`config.mk`:
```
export PLATFORM = sky130hd
export DESIGN_NAME = inst_sram_arb
export DESIGN_NICKNAME = d
export VERILOG_FILES = /design/src/rtl/inst_sram_arb.sv
export SDC_FILE = /design/constraint.sdc
export NUM_CORES = 1
export LEC_CHECK = 0
export ABC_CLOCK_PERIOD_IN_PS = 3100
export CAP_MARGIN = 20
export CORE_AREA = 2 2 162 164
export CTS_CLUSTER_DIAMETER = 150
export DETAILED_ROUTE_END_ITERATION = 8
export DIE_AREA = 0 0 164 166
export GPL_TIMING_DRIVEN = 1
export PLACE_DENSITY = 0.58
export SYNTH_ARGS = -nofsm -noshare
export SYNTH_HDL_FRONTEND = slang
export SYNTH_SLANG_ARGS = --single-unit
export TNS_END_PERCENT = 5
```
`constraint.sdc`:
```
create_clock -name clk -period 3.1 [get_ports clk]
set_clock_uncertainty 0.05 [all_clocks]
set_input_delay 0.62 -clock clk [delete_from_list [all_inputs] [get_ports clk]]
set_output_delay 0.62 -clock clk [all_outputs]
set_load 0.01 [all_outputs]
```
`src/rtl/inst_sram_arb.sv`:
```
// Arbiter between instruction fetch (reads) and the program loader (writes)
// sharing a single inst_sram. Round-robin on contention; the loader lock excludes fetch.
module inst_sram_arb #(
    parameter int DEPTH = 128,
    parameter int AW    = 64
) (
    input  logic          clk,
    input  logic          reset,

    input  logic          fe_req,
    input  logic [AW-1:0] fe_addr,
    output logic          fe_gnt,
    output logic          fe_rvalid,
    output logic [31:0]   fe_rdata,
    output logic          fe_err,

    input  logic          ld_lock,
    input  logic          ld_req,
    input  logic [AW-1:0] ld_addr,
    input  logic [31:0]   ld_wdata,
    output logic          ld_gnt,
    output logic          ld_err,
    output logic [15:0]   ld_count,

    output logic          inst_sram_en,
    output logic          inst_sram_wen,
    output logic [AW-1:0] inst_sram_addr,
    output logic [AW-1:0] inst_sram_waddr,
    output logic [31:0]   inst_sram_wdata,
    input  logic [31:0]   inst_sram_rdata
);

    typedef enum logic {
        GNT_FE = 1'b0,
        GNT_LD = 1'b1
    } grant_e;

    localparam logic [AW-1:0] DEPTH_W = AW'(DEPTH);

    grant_e        last_grant_q, last_grant_d;
    logic          fe_rvalid_q, fe_rvalid_d;
    logic          fe_err_q, fe_err_d;
    logic [31:0]   fe_rdata_q, fe_rdata_d;
    logic          ld_err_q, ld_err_d;
    logic [15:0]   ld_count_q, ld_count_d;

    logic [AW-1:0] fe_idx, ld_idx;
    logic          fe_ok, ld_ok;
    logic          fe_gnt_c, ld_gnt_c;

    assign fe_idx = fe_addr >> 2;
    assign ld_idx = ld_addr >> 2;
    assign fe_ok  = (fe_addr[1:0] == 2'b00) && (fe_idx < DEPTH_W);
    assign ld_ok  = (ld_addr[1:0] == 2'b00) && (ld_idx < DEPTH_W);

    // On contention the side that did not win the most recent grant goes next.
    always_comb begin
        fe_gnt_c     = 1'b0;
        ld_gnt_c     = 1'b0;
        last_grant_d = last_grant_q;
        if (!reset) begin
            if (ld_lock) begin
                ld_gnt_c = ld_req;
            end else if (fe_req && ld_req) begin
                if (last_grant_q == GNT_FE) ld_gnt_c = 1'b1;
                else                        fe_gnt_c = 1'b1;
            end else begin
                fe_gnt_c = fe_req;
                ld_gnt_c = ld_req;
            end
        end
        if (fe_gnt_c)      last_grant_d = GNT_FE;
        else if (ld_gnt_c) last_grant_d = GNT_LD;
    end

    always_comb begin
        fe_rvalid_d = fe_gnt_c;
        fe_err_d    = fe_gnt_c && !fe_ok;
        fe_rdata_d  = fe_rdata_q;
        if (fe_gnt_c) fe_rdata_d = fe_ok ? inst_sram_rdata : 32'h0;
        ld_err_d    = ld_gnt_c && !ld_ok;
        ld_count_d  = ld_count_q;
        if (ld_gnt_c && ld_ok && (ld_count_q != 16'hFFFF)) ld_count_d = ld_count_q + 16'd1;
    end

    always_ff @(posedge clk) begin
        if (reset) begin
            last_grant_q <= GNT_FE;
            fe_rvalid_q  <= 1'b0;
            fe_err_q     <= 1'b0;
            fe_rdata_q   <= 32'h0;
            ld_err_q     <= 1'b0;
            ld_count_q   <= 16'h0;
        end else begin
            last_grant_q <= last_grant_d;
            fe_rvalid_q  <= fe_rvalid_d;
            fe_err_q     <= fe_err_d;
            fe_rdata_q   <= fe_rdata_d;
            ld_err_q     <= ld_err_d;
            ld_count_q   <= ld_count_d;
        end
    end

    assign fe_gnt = fe_gnt_c;
    assign ld_gnt = ld_gnt_c;

    // Masking with reset kills a response pulse still in flight when reset arrives.
    assign fe_rvalid = fe_rvalid_q && !reset;
    assign fe_err    = fe_err_q && !reset;
    assign fe_rdata  = reset ? 32'h0 : fe_rdata_q;
    assign ld_err    = ld_err_q && !reset;
    assign ld_count  = reset ? 16'h0 : ld_count_q;

    assign inst_sram_en    = fe_gnt_c && fe_ok;
    assign inst_sram_addr  = inst_sram_en ? fe_idx : '0;
    assign inst_sram_wen   = ld_gnt_c && ld_ok;
    assign inst_sram_waddr = inst_sram_wen ? ld_idx : '0;
    assign inst_sram_wdata = inst_sram_wen ? ld_wdata : 32'h0;

endmodule

```
==> summary.txt, run 1 <==
STA
  • Rel. slew slack: 0.505
  • Setup ws final: 37.2 ps
  • Final setup fails: 0
  • Final Slew Violations: 0
  • Worst slew pin tran: about 740 ps
  • Final min period: around 3000 ps
  • Endpoints failing hold: 0
  • Final worst path period share: 0.988
  • RSZ-0062 raised after global routing: yes
  • Fmax: 326 MHz

Global routing
  • Initial antenna violation count: 1
  • Largest net degree at the start of global routing: 72
  • Vias in the first global route: 3,804
  • Aggregate global-route resource usage: 0.0984
  • Global-route wire length before repair: 21,200 um
  • Total grt overflow: 0

Clock tree
  • CTS buffer count: 5
  • TritonCTS clock tree: built
  • Clock transition at the registers of the reported paths: 70 ps
  • Clock sinks: 52
  • Clock root cell: clkbuf_16
  • Hold_buf cts: 0
  • Clock Path Buffers: 2
  • H-tree levels: 2
  • Worst skew pair latency: 290 ps

Logic synthesis
  • Cell taking the most area after synthesis: dfxtp_1
  • Synthesized flop and latch total: 52
  • Syn Inst Count: 448
  • Synthesized area: approximately 0.0037 mm2
  • Ys flop type: dfxtp_1
  • Post-synth top area share: 0.283
  • Post-synthesis cell type count: 30
  • FFs w/ async S/R, synth: 0
  • Syn_area_per_cell: around 8.2 um2
  • Number of flops mapped to enable cells by yosys: 0
  • Sequential share of the synthesized area: 0.283
  • Ranking of synthesized cells by area: dfxtp_1 (28%), buf_4 (23%), nor2b_1 (8.8%)
  • YS warnings: 0

Run
  • Number of max-cap violations: 0

Layout
  • Layout fillers: 2,749
  • Post-Layout Inst Area: approximately 0.0071 mm2
  • Final #Nets: ~960
  • Multi-input gate area: 0.00236 mm2
  • Share of cells above drive strength 1: 0.238
  • Layout area overhead: 92.6%
  • Antenna diode count: 0
  • Storage cell area: 0.00104 mm2

Pwr
  • Peak supply drop: 210 uV
  • P_leak: 3.19 nW
  • PwrDens: 245 mW/mm2

Setup path
  • Highest net fanout along the worst path: 2
  • Worst setup SP type: primary input
  • Critical path type: primary input to output port
  • CP required: 2430 ps
  • Crit path DAT: approximately 2400 ps
  • Crit path capture type: output port

Floorplan
  • Core Region: 0.0256 mm2
  • Die Height: 166 um
  • Area of the die: 0.0272 mm2
  • Row Count: 59
  • Die width: 164 um
  • Initial Util: 0.144
  • # IOs: 412

Place
  • Post-DP HPWL: 11,300 um
  • Port Buf Inserts: 297
  • Place WS: -823 ps
  • Final GP Congestion: 0.806
  • DP Area: 0.00667 mm2

Detailed routing
  • Post-route ant nets: 0
  • Routed WL: roughly 15,000 um
  • DR vias/cell: about 3.6
  • Residual DRC: 0
  • Post-DR wirelength/cell: between 10 and 15 um
  • Pre-Repair DR Iteration Count: 4
  • DRT iter0 DRCs: 194
  • Via count: 3,984

Status
  • Status: finished clean

Min path
  • Hold/Removal Path Class: flip-flop to flip-flop
-- metal layers --
metal / share of wire / GRT usage
met2: 0.51 / 0.174
met3: 0.055 / 0.0117
met5: 0.00076 / 0
met1: 0.42 / 0.126
met4: 0.014 / 0.0248
-- critical path, cell delays in order --
cell             delay (ps)
clkdlybuf4s50_1         450
nor4_1                  240
nand4_1                 220
nor4_4                  250
buf_2                   180
buf_6                    90
buf_6                    80
and3_4                  160
buf_6                   100
-- final timing paths --
check                    start                end  slack (ps)  cells after the start
setup / recovery   fe_addr[11]  inst_sram_addr[4]          40                      9
hold / removal    last_grant_q       last_grant_q         460                      2
setup reg to reg  last_grant_q      ld_count_q[7]         930                      7
hold reg to reg   last_grant_q       last_grant_q         460                      2
-- state kept, by name, indices dropped and copies added, names as in the netlist --
| register | flops |
|---|---|
| last_grant_q | 1 |
| fe_err_q | 1 |
| ld_count_q | 16 |
| fe_rdata_q | 32 |
| fe_rvalid_q | 1 |
| ld_err_q | 1 |
-- what timing repair did --
item	in CTS	in global routing
pin swaps	16	34
resized for setup	390	84
cloned	4	1
setup endpoints to repair	48	48
buffers inserted	13	0
-- cell usage in the layout (no fill, tap or decap), drive strengths merged --
cell type / Yosys / layout
clkdlybuf4s50: 0 / 156
conb: 1 / 114
buf: 121 / 108
nor2b: 52 / 52
dfxtp: 52 / 52
and2: 41 / 41
a22o: 32 / 32
nor4: 31 / 31
dlymetal6s2s: 0 / 27
nor2: 19 / 19
clkdlybuf4s15: 0 / 18
nand4: 13 / 13
dlygate4sd2: 0 / 12
clkbuf: 16 / 12
mux2: 10 / 10
nor3: 9 / 9
and3: 9 / 9
nand2: 8 / 8
or4: 8 / 8
nand3: 7 / 7
o31ai: 4 / 4
a21oi: 4 / 4
nand2b: 2 / 2
o21ai: 2 / 2
bufinv: 0 / 2
nand3b: 1 / 1
and3b: 1 / 1
or2: 1 / 1
clkinv: 1 / 1
a211o: 1 / 1
or4b: 1 / 1
ha: 1 / 1
-- cell families (layout without fill, tap and decap cells) --
kind of cell,count (synthesis),after routing,share of synthesized area
buffers and inverters,138,336,0.261
adders and majority gates,1,1,0.00340
AOI/OAI and AO/OA,43,43,0.0949
DFF,52,52,0.283
and+or+nand+nor,203,203,0.326
other,1,114,0.00102
muxes,10,10,0.0306
-- Yosys cell counts, types with 5 or more instances --
cell,count
buf_4,114
buf_2,5
nor2_1,19
or4_1,8
and3_1,9
nand3_1,7
a22o_1,32
nor3_1,9
and2_1,41
nand4_1,13
nand2_1,8
clkbuf_1,16
dfxtp_1,52
nor4_1,31
nor2b_1,52
mux2_2,10
-- cell type report --
class | instances | share of cell area
clock buffers | 5 | 0.0177
clock inverters | 2 | 0.00848
inverters | 1 | 0.000530
multi-input cells | 371 | 0.334
flip-flops and latches | 52 | 0.147
well taps | 335 | 0.0592
repair buffers | 328 | 0.433
-- power breakdown --
| group | switching, mW | total [mW] | internal [mW] |
|---|---|---|---|
| clock network | 0.246 | 0.705 | 0.458 |
| logic | 0.157 | 0.360 | 0.203 |
| registers | 0.000823 | 0.671 | 0.670 |
| total | 0.404 | 1.74 | 1.33 |
-- per-stage QoR --
| stage | power [mW] | hold slack [ps] | cells | util | setup TNS, ps |
|---|---|---|---|---|---|
| global route | 1.83 | 489 | 1094 | 0.277 | -274 |
| detailed placement | 1.06 | 453 | 1073 | 0.261 | -40120 |
| global placement | 1.06 | 440 | 1073 | 0.261 | -40470 |
| floorplan | 0.890 | 411 | 561 | - | 0 |
| CTS | 1.76 | 465 | 1097 | 0.270 | -534 |
| finish | 1.74 | 457 | 1094 | 0.277 | 0 |
(Power assumes the default switching activity.)
==> run 2, diff against run 1 <==
--- a/config.mk
+++ b/config.mk
@@ -8,3 +8,2 @@
 export ABC_CLOCK_PERIOD_IN_PS = 3100
-export CAP_MARGIN = 20
 export CORE_AREA = 2 2 162 164
==> constraint.sdc (replaced) <==
create_clock -name clk -period 3.1 [get_ports clk]
set_clock_uncertainty 0.05 [all_clocks]
set_input_delay 0.465 -clock clk [delete_from_list [all_inputs] [get_ports clk]]
set_output_delay 0.465 -clock clk [all_outputs]
set_load 0.01 [all_outputs]
==> summary.txt, run 2 (synthesized netlist as in run 1, its figures left out) <==
Detailed routing
  • Post-DR wirelength/cell: 13.0 um (-2.1%)
  • DRT iter0 DRCs: 213 (+9.8%)
  • Residual DRC: 0 (unchanged)
  • Post-route ant nets: 0 (unchanged)
  • Via count: 3,898 (-2.2%)
  • Routed WL: 14,200 um (-2.5%)
  • Pre-Repair DR Iteration Count: 4 (unchanged)
  • DR vias/cell: 3.58 (-1.8%)

Setup path
  • Crit path capture type: output port
  • Crit path max-delay family: simple AND/OR/NAND/NOR gates
  • Crit path cell chain: clkdlybuf4s50_1, nor4_2, nand3_1, or4_4, nor2_4, buf_6, clkbuf_16, and2_1, buf_2
  • Critical path buffers and inverters: 4 (-1)
  • Cell depth of the worst setup path: 9 (unchanged)
  • Crit path DAT: 2560 ps (+170 ps)
  • Critical path type: primary input to output port
  • Slowest stage cell, crit path: or4_4
  • Worst Setup SP: ld_addr[57]
  • Highest net fanout along the worst path: 5 (+3)
  • Cells on worst reg2reg path: 7 (unchanged)
  • Delay of the slowest cell on the worst path: 560 ps (+110 ps)
  • Reg2reg start: last_grant_q
  • Worst setup SP type: primary input
  • CP required: 2580 ps (+150 ps)

Global routing
  • Global-route wire length before repair: 20,200 um (-4.7%)
  • Initial antenna violation count: 0 (-1)
  • Largest net degree at the start of global routing: 72 (unchanged)
  • Vias in the first global route: 3,551 (-6.7%)
  • Aggregate global-route resource usage: 0.0945 (-0.00394)
  • Total grt overflow: 0 (unchanged)

Min path
  • Min-delay src: ld_count_q[15]
  • Hold/Removal Path Class: flip-flop to flip-flop
  • Worst Hold Depth: 2 (unchanged)

STA
  • Final TNS setup: 0 ps (unchanged)
  • Fmax: 325 MHz (-0.41%)
  • Worst slew pin tran: 749 ps (+6.19 ps)
  • RSZ-0062 raised after global routing: yes
  • Final Slew Violations: 0 (unchanged)
  • Rel. slew slack: 0.501 (-0.00413)
  • Final min period: 3080 ps (+12.6 ps)
  • Hold slack: 456 ps (-1.33 ps)
  • Final setup fails: 0 (unchanged)
  • Final worst path period share: 0.992 (+0.00407)
  • Endpoints failing hold: 0 (unchanged)

Layout
  • Final #Nets: 953 (-0.42%)
  • Antenna diode count: 0 (unchanged)
  • Largest regs: fe_rdata_q (32), ld_count_q (16)
  • Final non-filler cell total: 1,090 (-0.37%)
  • Util after Layout: 0.269 (-0.00723)
  • Max FFs per register: 32 (unchanged)
  • Reg with most FFs: fe_rdata_q
  • Most common cell after layout, fill and taps aside: clkdlybuf4s50_1
  • Layout area overhead: 87.5%
  • Commonest non-fill, non-tap cells in the layout: clkdlybuf4s50_1 (240), conb_1 (114), nor2b_1 (52), dfxtp_1 (52), buf_2 (38)
  • Share of cells above drive strength 1: 0.136 (-0.102)
  • Layout fillers: 2,739 (-0.36%)

Clock tree
  • Clock root cell: clkbuf_16
  • TritonCTS clock tree: built
  • Clock sinks: 52 (unchanged)
  • H-tree levels: 2 (unchanged)
  • Hold_buf cts: 0 (unchanged)
  • CTS buffer count: 5 (unchanged)
  • Clock Path Buffers: 2 (unchanged)
  • Worst skew pair latency: 290 ps (about the same)
  • Clock transition at the registers of the reported paths: 70 ps (about the same)

Status
  • Status: finished clean

Pwr
  • PwrDens: 231 mW/mm2 (-5.6%)
  • Peak supply drop: 179 uV (-15%)
  • P_leak: 2.90 nW (-9.0%)
  • Final Power: 1.60 mW (-8.1%)

Place
  • Placed cell count: 1,074 (+0.093%)
  • Final GP Congestion: 0.801 (-0.71%)
  • Post-DP HPWL: 11,300 um (+0.29%)
  • Port Buf Inserts: 297 (unchanged)

Run
  • Number of max-cap violations: 0 (unchanged)

Floorplan
  • Die width: 164 um (unchanged)
  • Row Count: 59 (unchanged)
  • Die Height: 166 um (unchanged)
  • Core Region: 0.0256 mm2 (unchanged)
  • Initial Util: 0.144 (unchanged)
  • # IOs: 412 (unchanged)
  • Area of the die: 0.0272 mm2 (unchanged)
-- run 2: worst register-to-register path: cells and delay by family, from the launching register on --
family	cells	cell delay, ps
AND/OR/NAND/NOR	4	1030
buffers and inverters	2	320
multiplexers	1	330
flip-flops	1	320
-- run 2: what timing repair did --
| action | 4_1_cts | 5_1_grt |
|---|---|---|
| endpoints found under the setup margin | 48 | 43 |
| cloned | 2 | 4 |
| setup buffers | 3 | 1 |
| pin swaps | 7 | 8 |
| gates resized for setup | 183 | 22 |
-- run 2: cell type report --
class | instances | area [um2] | share of cell area
Clock buffer | 5 | 125 | 0.0181
Clock inverter | 2 | 12.5 | 0.00181
Inverter | 1 | 3.75 | 0.000544
Multi-Input combinational cell | 371 | 2210 | 0.320
Sequential cell | 52 | 1040 | 0.151
Tap cell | 335 | 419 | 0.0608
Timing Repair Buffer | 324 | 3090 | 0.448
-- run 2: final timing paths --
check,to,slack [ps]
setup / recovery,inst_sram_wdata[7],20
hold / removal,ld_count_q[15],460
setup reg to reg,ld_count_q[7],940
hold reg to reg,ld_count_q[15],460
-- run 2: per-layer routing --
layer,track usage,share of wire,vias to the layer above
met5,0,0,-
met4,0.0221,0.010,0
met3,0.0112,0.058,10
met2,0.165,0.50,191
met1,0.123,0.43,1755
li1,-,-,1942
-- run 2: report_power, final --
| part | internal, mW | leakage, nW | switching (mW) | total (mW) |
|---|---|---|---|---|
| logic | 0.235 | 2.42 | 0.146 | 0.380 |
| registers | 0.670 | 0.419 | 0.000831 | 0.671 |
| clock network | 0.294 | 0.0657 | 0.251 | 0.545 |
| total | 1.20 | 2.90 | 0.397 | 1.60 |
-- run 2: stage by stage --
| step | instance area (um2) | worst slack, ps |
|---|---|---|
| 4_1_cts | 6770 | -132 |
| 6_report | 6900 | 24.5 |
| 5_1_grt | 6900 | -27.2 |
| 3_5_place_dp | 6680 | -549 |
| 3_3_place_gp | 6680 | -498 |
| 2_1_floorplan | 4100 | 470 |
